## src/rtl/uart_pkg.sv

```systemverilog
// Shared UART definitions: FSM state codes, bit-period counter width and the default baud divisor.
// The receive path imports the same BAUD_DEFAULT so both directions stay at one line rate.
package uart_pkg;

    localparam int CNT_W        = 11;
    localparam int BAUD_DEFAULT = 1302;

    typedef logic [2:0] uart_state_t;

    localparam uart_state_t ST_IDLE   = 3'd0;
    localparam uart_state_t ST_START  = 3'd1;
    localparam uart_state_t ST_DATA   = 3'd2;
    localparam uart_state_t ST_PARITY = 3'd3;
    localparam uart_state_t ST_STOP   = 3'd4;

endpackage

```

## src/rtl/uart_tx_if.sv

```systemverilog
// Byte-source handshake into the UART transmitter: word is taken on the edge where tx_valid && tx_ready.
interface uart_tx_if #(
    parameter int DATA_BITS = 8
);
    logic [DATA_BITS-1:0] tx_data;
    logic                 tx_valid;
    logic                 tx_ready;

    modport master (output tx_data, output tx_valid, input tx_ready);
    modport slave  (input tx_data, input tx_valid, output tx_ready);
endinterface

```

## src/rtl/uart_tx_baud_tick.sv

```systemverilog
// Bit-period counter: counts 0..BAUDRATE-1 from a synchronous clear while run is high, no half-period preload.
// Latency: tick is high during the last clock of each bit period; no backpressure.
module uart_tx_baud_tick
    import uart_pkg::*;
#(
    parameter int BAUDRATE = BAUD_DEFAULT
) (
    input  logic clk,
    input  logic reset,
    input  logic run,
    input  logic clr,
    output logic tick
);
    localparam logic [CNT_W-1:0] LAST = CNT_W'(BAUDRATE - 1);

    logic [CNT_W-1:0] cnt_q, cnt_d;

    always_comb begin
        cnt_d = cnt_q + CNT_W'(1);
        if (clr || !run || (cnt_q == LAST)) begin
            cnt_d = '0;
        end
    end

    assign tick = run && (cnt_q == LAST);

    always_ff @(posedge clk or negedge reset) begin
        if (!reset) begin
            cnt_q <= '0;
        end else begin
            cnt_q <= cnt_d;
        end
    end
endmodule

```

## src/rtl/uart_tx.sv

```systemverilog
// uart_tx: serialises one word per handshake as start, data LSB-first, [even parity if UART_TX_PARITY_EN], stop.
// Latency: start bit drives on the accept edge; tx_ready is high in IDLE and the last stop clock, low otherwise.
module uart_tx
    import uart_pkg::*;
#(
    parameter int BAUDRATE  = BAUD_DEFAULT,
    parameter int DATA_BITS = 8,
    parameter int STOP_BITS = 1
) (
    input  logic     clk,
    input  logic     reset,
    uart_tx_if.slave s,
    output logic     tx,
    output logic     busy
);
    localparam logic [2:0] BIT_LAST  = 3'(DATA_BITS - 1);
    localparam logic       STOP_LAST = 1'(STOP_BITS - 1);

    uart_state_t          state_q, state_d;
    logic [DATA_BITS-1:0] shift_q, shift_d;
    logic [2:0]           bit_q, bit_d;
    logic                 stop_q, stop_d;
    logic                 tx_q, tx_d;
    logic                 rdy_en_q, rdy_en_d;
    logic                 tick;
    logic                 last_stop;
    logic                 ready;
    logic                 hs;
`ifdef UART_TX_PARITY_EN
    logic                 par_q, par_d;
`endif

    uart_tx_baud_tick #(
        .BAUDRATE (BAUDRATE)
    ) u_baud_tick (
        .clk   (clk),
        .reset (reset),
        .run   (state_q != ST_IDLE),
        .clr   (hs),
        .tick  (tick)
    );

    // Accepting in the last stop clock lets the next start bit follow with no idle gap.
    assign last_stop  = (state_q == ST_STOP) && tick && (stop_q == STOP_LAST);
    assign ready      = rdy_en_q && ((state_q == ST_IDLE) || last_stop);
    assign hs         = s.tx_valid && ready;
    assign s.tx_ready = ready;
    assign tx         = tx_q;
    assign busy       = (state_q != ST_IDLE);

    always_comb begin
        state_d  = state_q;
        shift_d  = shift_q;
        bit_d    = bit_q;
        stop_d   = stop_q;
        tx_d     = tx_q;
        rdy_en_d = 1'b1;
`ifdef UART_TX_PARITY_EN
        par_d    = par_q;
`endif
        if (tick) begin
            case (state_q)
                ST_START: begin
                    state_d = ST_DATA;
                    tx_d    = shift_q[0];
                    shift_d = shift_q >> 1;
                end
                ST_DATA: begin
                    if (bit_q == BIT_LAST) begin
                        bit_d   = '0;
`ifdef UART_TX_PARITY_EN
                        state_d = ST_PARITY;
                        tx_d    = par_q;
`else
                        state_d = ST_STOP;
                        tx_d    = 1'b1;
`endif
                    end else begin
                        bit_d   = bit_q + 3'd1;
                        tx_d    = shift_q[0];
                        shift_d = shift_q >> 1;
                    end
                end
`ifdef UART_TX_PARITY_EN
                ST_PARITY: begin
                    state_d = ST_STOP;
                    tx_d    = 1'b1;
                end
`endif
                ST_STOP: begin
                    if (stop_q == STOP_LAST) begin
                        stop_d  = 1'b0;
                        state_d = ST_IDLE;
                    end else begin
                        stop_d  = 1'b1;
                    end
                end
                default: ;
            endcase
        end
        if (hs) begin
            state_d = ST_START;
            tx_d    = 1'b0;
            shift_d = s.tx_data;
            bit_d   = '0;
            stop_d  = 1'b0;
`ifdef UART_TX_PARITY_EN
            par_d   = ^s.tx_data;
`endif
        end
    end

    always_ff @(posedge clk or negedge reset) begin
        if (!reset) begin
            state_q  <= ST_IDLE;
            shift_q  <= '0;
            bit_q    <= '0;
            stop_q   <= 1'b0;
            tx_q     <= 1'b1;
            rdy_en_q <= 1'b0;
`ifdef UART_TX_PARITY_EN
            par_q    <= 1'b0;
`endif
        end else begin
            state_q  <= state_d;
            shift_q  <= shift_d;
            bit_q    <= bit_d;
            stop_q   <= stop_d;
            tx_q     <= tx_d;
            rdy_en_q <= rdy_en_d;
`ifdef UART_TX_PARITY_EN
            par_q    <= par_d;
`endif
        end
    end
endmodule

```

## src/flat_wrapper.sv

```systemverilog
// flat-port wrapper written by rule: the top's interface ports become plain ports
module uart_tx_flat import uart_pkg::*;
#(
    parameter int BAUDRATE  = BAUD_DEFAULT,
    parameter int DATA_BITS = 8,
    parameter int STOP_BITS = 1
)
  (clk, reset, tx, busy, s_tx_data, s_tx_valid, s_tx_ready);
  uart_tx_if #(.DATA_BITS(DATA_BITS)) s_i ();
  input  logic clk;
  input  logic reset;
  output logic tx;
  output logic busy;
  input wire logic [$bits(s_i.tx_data)-1:0] s_tx_data;
  input wire logic [$bits(s_i.tx_valid)-1:0] s_tx_valid;
  output wire logic [$bits(s_i.tx_ready)-1:0] s_tx_ready;
  assign s_i.tx_data = s_tx_data;
  assign s_i.tx_valid = s_tx_valid;
  assign s_tx_ready = s_i.tx_ready;
  uart_tx #(.BAUDRATE(BAUDRATE), .DATA_BITS(DATA_BITS), .STOP_BITS(STOP_BITS)) u_core (.clk(clk), .reset(reset), .s(s_i), .tx(tx), .busy(busy));
endmodule
```

## config.mk

```make
export PLATFORM = sky130hd
export DESIGN_NAME = uart_tx_flat
export DESIGN_NICKNAME = d
export VERILOG_FILES = /design/src/rtl/uart_pkg.sv /design/src/rtl/uart_tx_if.sv /design/src/rtl/uart_tx_baud_tick.sv /design/src/rtl/uart_tx.sv /design/src/flat_wrapper.sv
export SDC_FILE = /design/constraint.sdc
export NUM_CORES = 1
export LEC_CHECK = 0
export BUFFER_PORTS_ARGS = -buffer_cell sky130_fd_sc_hd__buf_4
export CORE_MARGIN = 1.5
export CORE_UTILIZATION = 25
export DETAILED_ROUTE_END_ITERATION = 7
export PLACE_DENSITY = 0.45
export SYNTH_ARGS = -nofsm -noshare
export SYNTH_HDL_FRONTEND = slang
export SYNTH_SLANG_ARGS = --single-unit
```

## constraint.sdc

```tcl
create_clock -name clk -period 3.4 [get_ports clk]
set_input_delay 0.68 -clock clk [delete_from_list [all_inputs] [get_ports clk]]
set_output_delay 0.68 -clock clk [all_outputs]
set_load 0.02 [all_outputs]
```

; Word level (Yosys, flattened, before mapping)
; Index checks and enable logic that the tools add are counted.
[totals]
regBits = 28
in_bits = 11
output_inout_bits = 3
word_cells = 61
[classes]
mux = 22
n_reduce_logical = 21
add_sub_neg = 2
n_eq_ne = 8
bitwise = 1
[ops]
columns = operator, n
row1 = $mux W3, 8
row2 = $mux W8, 3
row3 = $pmux W8 S2, 1
row4 = $add A11 B1 Y11 const B, 1
row5 = $eq A11 B11 Y1 const B, 1
row6 = $mux W11, 1
row7 = $pmux W3 S3, 1
row8 = $mux W1, 7
row9 = $eq A3 B3 Y1 const B, 2
row10 = $ne A3 B3 Y1 const B, 2
row11 = $reduce_and A2 Y1, 3
row12 = $reduce_bool A2 Y1, 3
row13 = $reduce_bool A3 Y1, 2
row14 = $logic_and A1 B1 Y1, 5
row15 = $reduce_and A4 Y1, 1
row16 = $reduce_bool A4 Y1, 1
row17 = $add A3 B1 Y3 const B, 1
row18 = $eq A3 B1 Y1 const B, 1
row19 = $eq A3 B2 Y1 const B, 1
row20 = $logic_not A3 Y1, 1
row21 = $logic_or A1 B1 Y1, 3
row22 = $ne A3 B2 Y1 const B, 1
row23 = $reduce_and A3 Y1, 1
row24 = $pmux W1 S2, 1
row25 = 2 further kinds, 2

; Logic depth before layout (Yosys ltp)
; Gate-level depths: netlist (run 1).
[depth]
depth_word = 10
depth_mapped = 7
ltp_nobuf = 6

; Cells and area by module
; A second synthesis (run 1) with hierarchy kept.
[hier_totals]
cells_unflattened = 128
hier_area_um2 = 1488.9
[modules_own_cells]
columns = mod, area_each_um2, seq_area_each_um2, n_inst, cells_per_inst
row1 = uart_tx, 890.9, 401.6, 1, 70
row2 = uart_tx_baud_tick, 598.1, 275.3, 1, 58

; Worst setup path after synthesis (run 1)
; OpenSTA, ideal clock, no wires.
[synth_timing]
path_kind = register to output
from = register u_core.u_baud_tick.cnt_q[7]
to = output port s_tx_ready
t_required_ns = 2.720
arrival_time_ns = 1.305
path_stages_with_launch = 4
setup_slack_ns = 1.415
cell_sequence = dfrtp_1 > nor4b_2 > nand3_1 > a21oi_1
[synth_via]
elab_chain_len = 6
[synth_rtl]
columns = item, line
row1 = from (decl), uart_tx_baud_tick.sv:16  ; logic [CNT_W-1:0] cnt_q, cnt_d;
row2 = from (signal assigned), uart_tx_baud_tick.sv:31  ; cnt_q <= cnt_d;
row3 = $eq A11 B11 Y1, uart_tx_baud_tick.sv:25  ; assign tick = run && (cnt_q == LAST);
row4 = $logic_and A1 B1 Y1, uart_tx_baud_tick.sv:25
row5 = $logic_and A1 B1 Y1 (2 in series), uart_tx.sv:44  ; assign last_stop = (state_q == ST_STOP) && tick && (stop_q == STOP_LAST);
row6 = $logic_or A1 B1 Y1, uart_tx.sv:45  ; assign ready = rdy_en_q && ((state_q == ST_IDLE) || last_stop);
row7 = $logic_and A1 B1 Y1, uart_tx.sv:45
row8 = to (decl), flat_wrapper.sv:16  ; output wire logic [$bits(s_i.tx_ready)-1:0] s_tx_ready;
; No other way between the ends.

; Worst setup path in the final report (run 1)
; Ends and elaborated chain as after synthesis.

==> flow_summary.html, run 1 <==
<table>
<tr><th>Metric</th><th>Value</th></tr>
<tr><th colspan="2">Floorplanning</th></tr>
<tr><td>Placeable Area</td><td>about 5500 um^2</td></tr>
<tr><td>Site Rows</td><td>27</td></tr>
<tr><td>Die boundary width</td><td>78.2 um</td></tr>
<tr><td>I/O pin total</td><td>14</td></tr>
<tr><td>Die extent in y</td><td>78.2 um</td></tr>
<tr><td>Starting Density</td><td>0.258</td></tr>
<tr><td>Die area</td><td>6110 um^2</td></tr>
<tr><th colspan="2">Power and ir drop</th></tr>
<tr><td>Peak VDD IR</td><td>0.217 mV</td></tr>
<tr><td>Static Leak</td><td>approximately 0.74 nW</td></tr>
<tr><td>Total power density per cell area</td><td>roughly 530 nW/um^2</td></tr>
<tr><th colspan="2">Routing</th></tr>
<tr><td>Total via count in the routed design</td><td>around 1000</td></tr>
<tr><td>Post-detailed-route DRC marker count</td><td>0</td></tr>
<tr><td>Vias per cell</td><td>roughly 4.7</td></tr>
<tr><td>Number of routed nets with antenna violations</td><td>0</td></tr>
<tr><td>Initial detailed-routing violation count</td><td>a little under 60</td></tr>
<tr><td>First-pass DRT Iterations</td><td>4</td></tr>
<tr><td>Routed wirelength normalized by instance count</td><td>12.8 um</td></tr>
<tr><td>Total Routed Length</td><td>around 2700 um</td></tr>
<tr><th colspan="2">Synthesis</th></tr>
<tr><td>Post-synthesis register bit count</td><td>27</td></tr>
<tr><td>Ranking of synthesized cells by area</td><td>sky130_fd_sc_hd__dfrtp_1 46%, sky130_fd_sc_hd__o221a_1 5.6%, sky130_fd_sc_hd__xor2_1 5.0%</td></tr>
<tr><td>Post-synth ARST share</td><td>1.00</td></tr>
<tr><td>Post-synthesis instance total</td><td>roughly 130</td></tr>
<tr><td>Number of enable flip-flop cells after synthesis</td><td>0</td></tr>
<tr><td>Proportion of synthesized chip area in sequential cells</td><td>0.479</td></tr>
<tr><td>Netlist cell types</td><td>40</td></tr>
<tr><td>Post-Synthesis Net Count</td><td>roughly 140</td></tr>
<tr><td>Yosys Warn Count</td><td>0</td></tr>
<tr><td>Yosys top cell by area</td><td>sky130_fd_sc_hd__dfrtp_1</td></tr>
<tr><td>Top-area cell type share of the netlist area</td><td>0.461</td></tr>
<tr><td>Mean instance size in the synthesized netlist</td><td>approximately 11 um^2</td></tr>
<tr><td>Synthesized area</td><td>1410 um^2</td></tr>
<tr><td>Main flop type after synthesis</td><td>sky130_fd_sc_hd__dfrtp_1</td></tr>
<tr><th colspan="2">Timing</th></tr>
<tr><td>RSZ-0062 raised after global routing</td><td>no</td></tr>
<tr><td>Crit share post-route</td><td>0.692</td></tr>
<tr><td>Tmin final</td><td>2.35 ns</td></tr>
<tr><td>Maximum frequency from static timing analysis</td><td>between 400 and 500 MHz</td></tr>
<tr><td>Final setup violation count</td><td>0</td></tr>
<tr><td>Clock tree skew after final layout</td><td>roughly 0.0024 ns</td></tr>
<tr><td>Count of final hold-check violations</td><td>0</td></tr>
<tr><td>Setup Total Neg Slack</td><td>0 ns</td></tr>
<tr><td>Final Max Slew Viols</td><td>0</td></tr>
<tr><th colspan="2">Placement</th></tr>
<tr><td>Gpl congestion</td><td>about 0.77</td></tr>
<tr><td>Number of cells in the design after placement</td><td>209</td></tr>
<tr><td>Detailed Place HPWL</td><td>approximately 2000 um</td></tr>
<tr><td>PortBufs</td><td>13</td></tr>
<tr><th colspan="2">Setup path</th></tr>
<tr><td>Element type at the critical path end</td><td>output pin</td></tr>
<tr><td>Worst Setup Start Kind</td><td>flop</td></tr>
<tr><td>Reg2reg path depth</td><td>6</td></tr>
<tr><td>Crit path kind</td><td>flop to output pin</td></tr>
<tr><td>End point of the critical path</td><td>s_tx_ready</td></tr>
<tr><td>Launch point of the worst reg-to-reg path</td><td>u_core.bit_q[0]</td></tr>
<tr><td>R2R Path End</td><td>u_core.shift_q[2]</td></tr>
<tr><td>Worst EP required</td><td>2.72 ns</td></tr>
<tr><td>Register-to-register setup slack</td><td>between 1 and 1.5 ns</td></tr>
<tr><td>Signal arrival time at the worst endpoint</td><td>~1.7 ns</td></tr>
<tr><td>Startpoint of the worst setup timing path</td><td>u_core.u_baud_tick.cnt_q[7]</td></tr>
<tr><td>Largest fanout on the critical path</td><td>6</td></tr>
<tr><th colspan="2">Clocking</th></tr>
<tr><td>Clock latency on the worst-skew pair</td><td>between 0.2 and 0.3 ns</td></tr>
<tr><td>Number of cells upsized or downsized after cts</td><td>0</td></tr>
<tr><td>Depth of the CTS H-tree</td><td>1</td></tr>
<tr><td>Number of buffers created by CTS</td><td>3</td></tr>
<tr><td>Sink Count</td><td>27</td></tr>
<tr><td>Clock tree from TritonCTS</td><td>done</td></tr>
<tr><td>Reg clk slew, reported paths</td><td>~0.090 ns</td></tr>
<tr><td>Number of hold buffers added after CTS</td><td>0</td></tr>
<tr><td>Root cell of the clock tree</td><td>sky130_fd_sc_hd__clkbuf_8</td></tr>
<tr><td>Setup bufs post-CTS</td><td>0</td></tr>
<tr><td>Maximum number of buffers from clock root to sink</td><td>2</td></tr>
<tr><th colspan="2">Final layout</th></tr>
<tr><td>Final layout net count</td><td>157</td></tr>
<tr><td>Area growth from synthesis to final layout</td><td>13.9%</td></tr>
<tr><td>Non-Filler Instances</td><td>about 210</td></tr>
<tr><td>Filler Cells Inserted</td><td>596</td></tr>
<tr><td>Highest-count cells in the layout ignoring fill and taps</td><td>26 x sky130_fd_sc_hd__dfrtp_1, 13 x sky130_fd_sc_hd__nor2_1, 13 x sky130_fd_sc_hd__buf_4</td></tr>
<tr><td>Layout cell share with drive strength beyond 1</td><td>0.184</td></tr>
<tr><td>Antenna Cells</td><td>0</td></tr>
<tr><td>Most frequent standard cell in the layout excluding fill and tap cells</td><td>sky130_fd_sc_hd__dfrtp_1</td></tr>
<tr><th colspan="2">Flow run</th></tr>
<tr><td>Number of max-cap violations</td><td>0</td></tr>
<tr><th colspan="2">Global route</th></tr>
<tr><td>GRT Util Overall</td><td>0.102</td></tr>
<tr><td>Antenna violations before repair</td><td>0</td></tr>
<tr><td>First-pass GRT wire length</td><td>roughly 4900 um</td></tr>
<tr><td>Vias in the first global route</td><td>between 1000 and 1500</td></tr>
<tr><td>Maximum number of pins on one net before global-route repair</td><td>28</td></tr>
<tr><td>GRT Residual Overflow</td><td>0</td></tr>
<tr><th colspan="2">Hold path</th></tr>
<tr><td>Path type of the worst min-delay path</td><td>input port to asynchronous set/reset pin</td></tr>
<tr><th colspan="2">Outcome</th></tr>
<tr><td>Run status</td><td>finished, final reports clean</td></tr>
</table>
-- critical path: stages (launching register included) --
cell and delay (ns):
sky130_fd_sc_hd__dfrtp_1 0.43, sky130_fd_sc_hd__nor4b_2 0.37, sky130_fd_sc_hd__nand3_1 0.24, sky130_fd_sc_hd__a21oi_1 0.20, sky130_fd_sc_hd__buf_4 0.16
-- power by group --
group          internal [mW]  leakage [nW]  total, mW  switching (mW)
Clock                 0.0840        0.0228      0.185           0.101
Sequential             0.405         0.344      0.481          0.0757
Combinational          0.102         0.372      0.191          0.0893
Total                  0.591         0.739      0.857           0.266
-- sequential cells by signal, indices dropped and copies added (netlist names) --
signal,flops
u_core.rdy_en_q,1
u_core.u_baud_tick.cnt_q,11
u_core.state_q,3
u_core.bit_q,3
u_core.shift_q,8
u_core.tx,1
-- per-stage QoR --
step	worst slack (ns)	power [mW]	util	cell area [um^2]	hold WS [ns]
finish	1.05	0.857	0.294	1610	0.302
global route	0.868	0.920	0.294	1610	0.323
CTS	1.00	0.867	0.294	1610	0.317
detailed placement	1.32	0.681	0.286	1560	0.523
global placement	1.34	0.675	0.286	1560	0.513
floorplan	1.41	0.611	-	1410	0.384
-- final cells by class --
| class | count | area, um^2 | area share |
|---|---|---|---|
| multi-input combinational | 94 | 688 | 0.428 |
| tap | 72 | 90.1 | 0.0560 |
| timing repair buffer | 13 | 97.6 | 0.0607 |
| inverter | 3 | 11.3 | 0.00700 |
| sequential | 27 | 677 | 0.421 |
| clock buffer | 4 | 45.0 | 0.0280 |
-- layer usage --
metal	up-vias	GRT usage	part of all wire
met1	489	0.141	0.50
met5	-	0	0
met2	12	0.151	0.45
li1	500	-	-
met4	0	0.0286	0.014
met3	4	0.0349	0.039
-- worst min-delay path by stage --
stage	to	slack [ns]	cells past startpoint
global route	u_core.state_q[1]	0.32	1
detailed placement	u_core.bit_q[1]	0.52	1
floorplan	u_core.bit_q[0]	0.38	0
finish	u_core.bit_q[0]	0.30	1
global placement	u_core.bit_q[1]	0.51	1
CTS	u_core.state_q[1]	0.32	1
-- Yosys cell counts (4+ instances only) --
library cell and count:
sky130_fd_sc_hd__nor2_1 13, sky130_fd_sc_hd__o221a_1 7, sky130_fd_sc_hd__o21bai_1 7, sky130_fd_sc_hd__nand3_1 4, sky130_fd_sc_hd__dfrtp_1 26, sky130_fd_sc_hd__nand4_1 4
sky130_fd_sc_hd__nor3_1 5, sky130_fd_sc_hd__a21oi_1 4, sky130_fd_sc_hd__ha_1 4, sky130_fd_sc_hd__nand2b_1 4, sky130_fd_sc_hd__xor2_1 8
-- logic make-up after synthesis --
logic type      synth area share
flops                      0.479
xor+xnor                  0.0558
compound gates             0.183
fa+ha+maj                 0.0354
simple gates               0.210
buf+inv                   0.0337
other cells              0.00265
No activity file was read; power rests on OpenSTA's default activity.
==> inputs of run 2 (changes only) <==
clock period = 2.35 ns   (was 3.4 ns; I/O delays follow)
==> flow_summary.html, run 2 (synthesized netlist as in run 1, its figures left out) <==
<table>
<tr><th>Metric</th><th>Value</th></tr>
<tr><th colspan="2">Setup path</th></tr>
<tr><td>Signal arrival time at the worst endpoint</td><td>between 1.5 and 2 ns</td></tr>
<tr><td>Worst EP required</td><td>1.88 ns</td></tr>
<tr><td>Worst Setup Start Kind</td><td>flop</td></tr>
<tr><td>Number of buffers and inverters on the critical path</td><td>1</td></tr>
<tr><td>Slowest CP cell</td><td>sky130_fd_sc_hd__dfrtp_1</td></tr>
<tr><td>Peak per-stage delay on the critical path</td><td>0.43 ns</td></tr>
<tr><td>Largest fanout on the critical path</td><td>6</td></tr>
<tr><td>Crit path kind</td><td>flop to output pin</td></tr>
<tr><td>Cells traversed along the worst timing path</td><td>nor4b_2 -&gt; nand3_1 -&gt; a21oi_1 -&gt; buf_4</td></tr>
<tr><td>Kind of cell with the highest combined delay on the critical path</td><td>simple AND/OR/NAND/NOR gates</td></tr>
<tr><td>Element type at the critical path end</td><td>output pin</td></tr>
<tr><th colspan="2">Clocking</th></tr>
<tr><td>Sink Count</td><td>27</td></tr>
<tr><td>Clock tree from TritonCTS</td><td>done</td></tr>
<tr><td>Number of buffers created by CTS</td><td>3</td></tr>
<tr><td>Setup bufs post-CTS</td><td>0</td></tr>
<tr><td>Maximum number of buffers from clock root to sink</td><td>2</td></tr>
<tr><td>Root cell of the clock tree</td><td>sky130_fd_sc_hd__clkbuf_8</td></tr>
<tr><td>Reg clk slew, reported paths</td><td>~0.1 ns</td></tr>
<tr><td>Clock latency on the worst-skew pair</td><td>about 0.28 ns</td></tr>
<tr><td>Depth of the CTS H-tree</td><td>1</td></tr>
<tr><td>Number of hold buffers added after CTS</td><td>0</td></tr>
<tr><td>Number of cells upsized or downsized after cts</td><td>0</td></tr>
<tr><th colspan="2">Timing</th></tr>
<tr><td>Crit share post-route</td><td>0.915</td></tr>
<tr><td>Hold_ws</td><td>about 0.086 ns</td></tr>
<tr><td>RSZ-0062 raised after global routing</td><td>no</td></tr>
<tr><td>Maximum frequency from static timing analysis</td><td>about 460 MHz</td></tr>
<tr><td>Clock tree skew after final layout</td><td>0.0104 ns</td></tr>
<tr><td>Count of final hold-check violations</td><td>0</td></tr>
<tr><td>Worst setup margin</td><td>0.199 ns</td></tr>
<tr><td>Final Max Slew Viols</td><td>0</td></tr>
<tr><td>Tmin final</td><td>~2.2 ns</td></tr>
<tr><td>Setup Total Neg Slack</td><td>0 ns</td></tr>
<tr><td>Final setup violation count</td><td>0</td></tr>
<tr><th colspan="2">Placement</th></tr>
<tr><td>Worst setup slack after placement</td><td>between 0.4 and 0.5 ns</td></tr>
<tr><td>Number of cells in the design after placement</td><td>roughly 210</td></tr>
<tr><td>Gpl congestion</td><td>0.735</td></tr>
<tr><td>Detailed Place HPWL</td><td>approximately 2000 um</td></tr>
<tr><td>PortBufs</td><td>13</td></tr>
<tr><th colspan="2">Global route</th></tr>
<tr><td>GRT Util Overall</td><td>0.100</td></tr>
<tr><td>Vias in the first global route</td><td>slightly above 1000</td></tr>
<tr><td>Antenna violations before repair</td><td>0</td></tr>
<tr><td>Maximum number of pins on one net before global-route repair</td><td>28</td></tr>
<tr><td>GRT Residual Overflow</td><td>0</td></tr>
<tr><td>First-pass GRT wire length</td><td>between 4000 and 5000 um</td></tr>
<tr><th colspan="2">Floorplanning</th></tr>
<tr><td>Placeable Area</td><td>~5500 um^2</td></tr>
<tr><td>Starting Density</td><td>0.258</td></tr>
<tr><td>Die extent in y</td><td>just under 80 um</td></tr>
<tr><td>I/O pin total</td><td>14</td></tr>
<tr><td>Die area</td><td>approximately 6100 um^2</td></tr>
<tr><td>Die boundary width</td><td>just under 80 um</td></tr>
<tr><td>Site Rows</td><td>27</td></tr>
<tr><th colspan="2">Routing</th></tr>
<tr><td>Vias per cell</td><td>4.93</td></tr>
<tr><td>Post-detailed-route DRC marker count</td><td>0</td></tr>
<tr><td>First-pass DRT Iterations</td><td>4</td></tr>
<tr><td>Total via count in the routed design</td><td>1051</td></tr>
<tr><td>Total Routed Length</td><td>slightly below 3000 um</td></tr>
<tr><td>Routed wirelength normalized by instance count</td><td>approximately 14 um</td></tr>
<tr><td>Initial detailed-routing violation count</td><td>between 70 and 80</td></tr>
<tr><td>Number of routed nets with antenna violations</td><td>0</td></tr>
<tr><th colspan="2">Final layout</th></tr>
<tr><td>Number of flip-flops under the largest register name</td><td>11</td></tr>
<tr><td>Antenna Cells</td><td>0</td></tr>
<tr><td>Largest registers in the final layout</td><td>u_core.u_baud_tick.cnt_q (11), u_core.shift_q (8)</td></tr>
<tr><td>Filler Cells Inserted</td><td>slightly below 600</td></tr>
<tr><td>Most flops, register</td><td>u_core.u_baud_tick.cnt_q</td></tr>
<tr><td>Area growth from synthesis to final layout</td><td>14.2%</td></tr>
<tr><td>Most frequent standard cell in the layout excluding fill and tap cells</td><td>sky130_fd_sc_hd__dfrtp_1</td></tr>
<tr><td>Non-Filler Instances</td><td>approximately 210</td></tr>
<tr><td>Layout cell share with drive strength beyond 1</td><td>0.191</td></tr>
<tr><td>Final layout net count</td><td>between 150 and 200</td></tr>
<tr><td>Highest-count cells in the layout ignoring fill and taps</td><td>26 x sky130_fd_sc_hd__dfrtp_1, 13 x sky130_fd_sc_hd__nor2_1, 13 x sky130_fd_sc_hd__buf_4</td></tr>
<tr><th colspan="2">Power and ir drop</th></tr>
<tr><td>Static Leak</td><td>0.738 nW</td></tr>
<tr><td>Peak VDD IR</td><td>between 0.3 and 0.4 mV</td></tr>
<tr><td>Total power density per cell area</td><td>772 nW/um^2</td></tr>
<tr><th colspan="2">Flow run</th></tr>
<tr><td>Number of max-cap violations</td><td>0</td></tr>
<tr><th colspan="2">Outcome</th></tr>
<tr><td>Run status</td><td>finished, final reports clean</td></tr>
<tr><th colspan="2">Hold path</th></tr>
<tr><td>Path type of the worst min-delay path</td><td>input port to asynchronous set/reset pin</td></tr>
</table>
[run 2: cell count changes in the layout (fill, tap and decap cells not counted), sizes merged]
cell and change:
clkinvlp +1, clkbuf -1
[run 2: path summary, 6_finish.rpt]
kind	from	to	slack, ns	cells after the start
min in group clk	s_tx_data[7]	u_core.shift_q[7]	0.42	3
setup reg to reg	u_core.bit_q[0]	u_core.shift_q[0]	0.43	6
hold reg to reg	u_core.bit_q[1]	u_core.bit_q[1]	0.54	1
hold / removal	reset	u_core.state_q[0]	0.09	1
setup / recovery	u_core.u_baud_tick.cnt_q[7]	s_tx_ready	0.20	4
max in group asynchronous	reset	u_core.tx	1.97	1
[run 2: where the power goes]
part           internal [mW]  switching (mW)
Clock                  0.121           0.152
Combinational          0.148           0.129
Sequential             0.586           0.110
Total                  0.854           0.391
[run 2: per-layer routing]
layer  GRT usage  part of all wire
met1       0.129              0.47
met2       0.163              0.48
met3      0.0256             0.041
met4      0.0321             0.010
met5           0                 0
[run 2: layout make-up]
cell class / count / area [um^2] / area share
multi-input combinational: 94 / 688 / 0.427
sequential: 27 / 677 / 0.420
timing repair buffer: 13 / 97.6 / 0.0605
tap: 72 / 90.1 / 0.0559
clock buffer: 3 / 41.3 / 0.0256
inverter: 3 / 11.3 / 0.00698
clock inverter: 1 / 7.51 / 0.00465
[run 2: per-stage QoR]
stage	utilization	instance area, um^2	power [mW]
global placement	0.286	1560	0.980
CTS	0.295	1610	1.27
finish	0.295	1610	1.25
detailed placement	0.286	1560	0.984
global route	0.295	1610	1.33
floorplan	-	1410	0.885
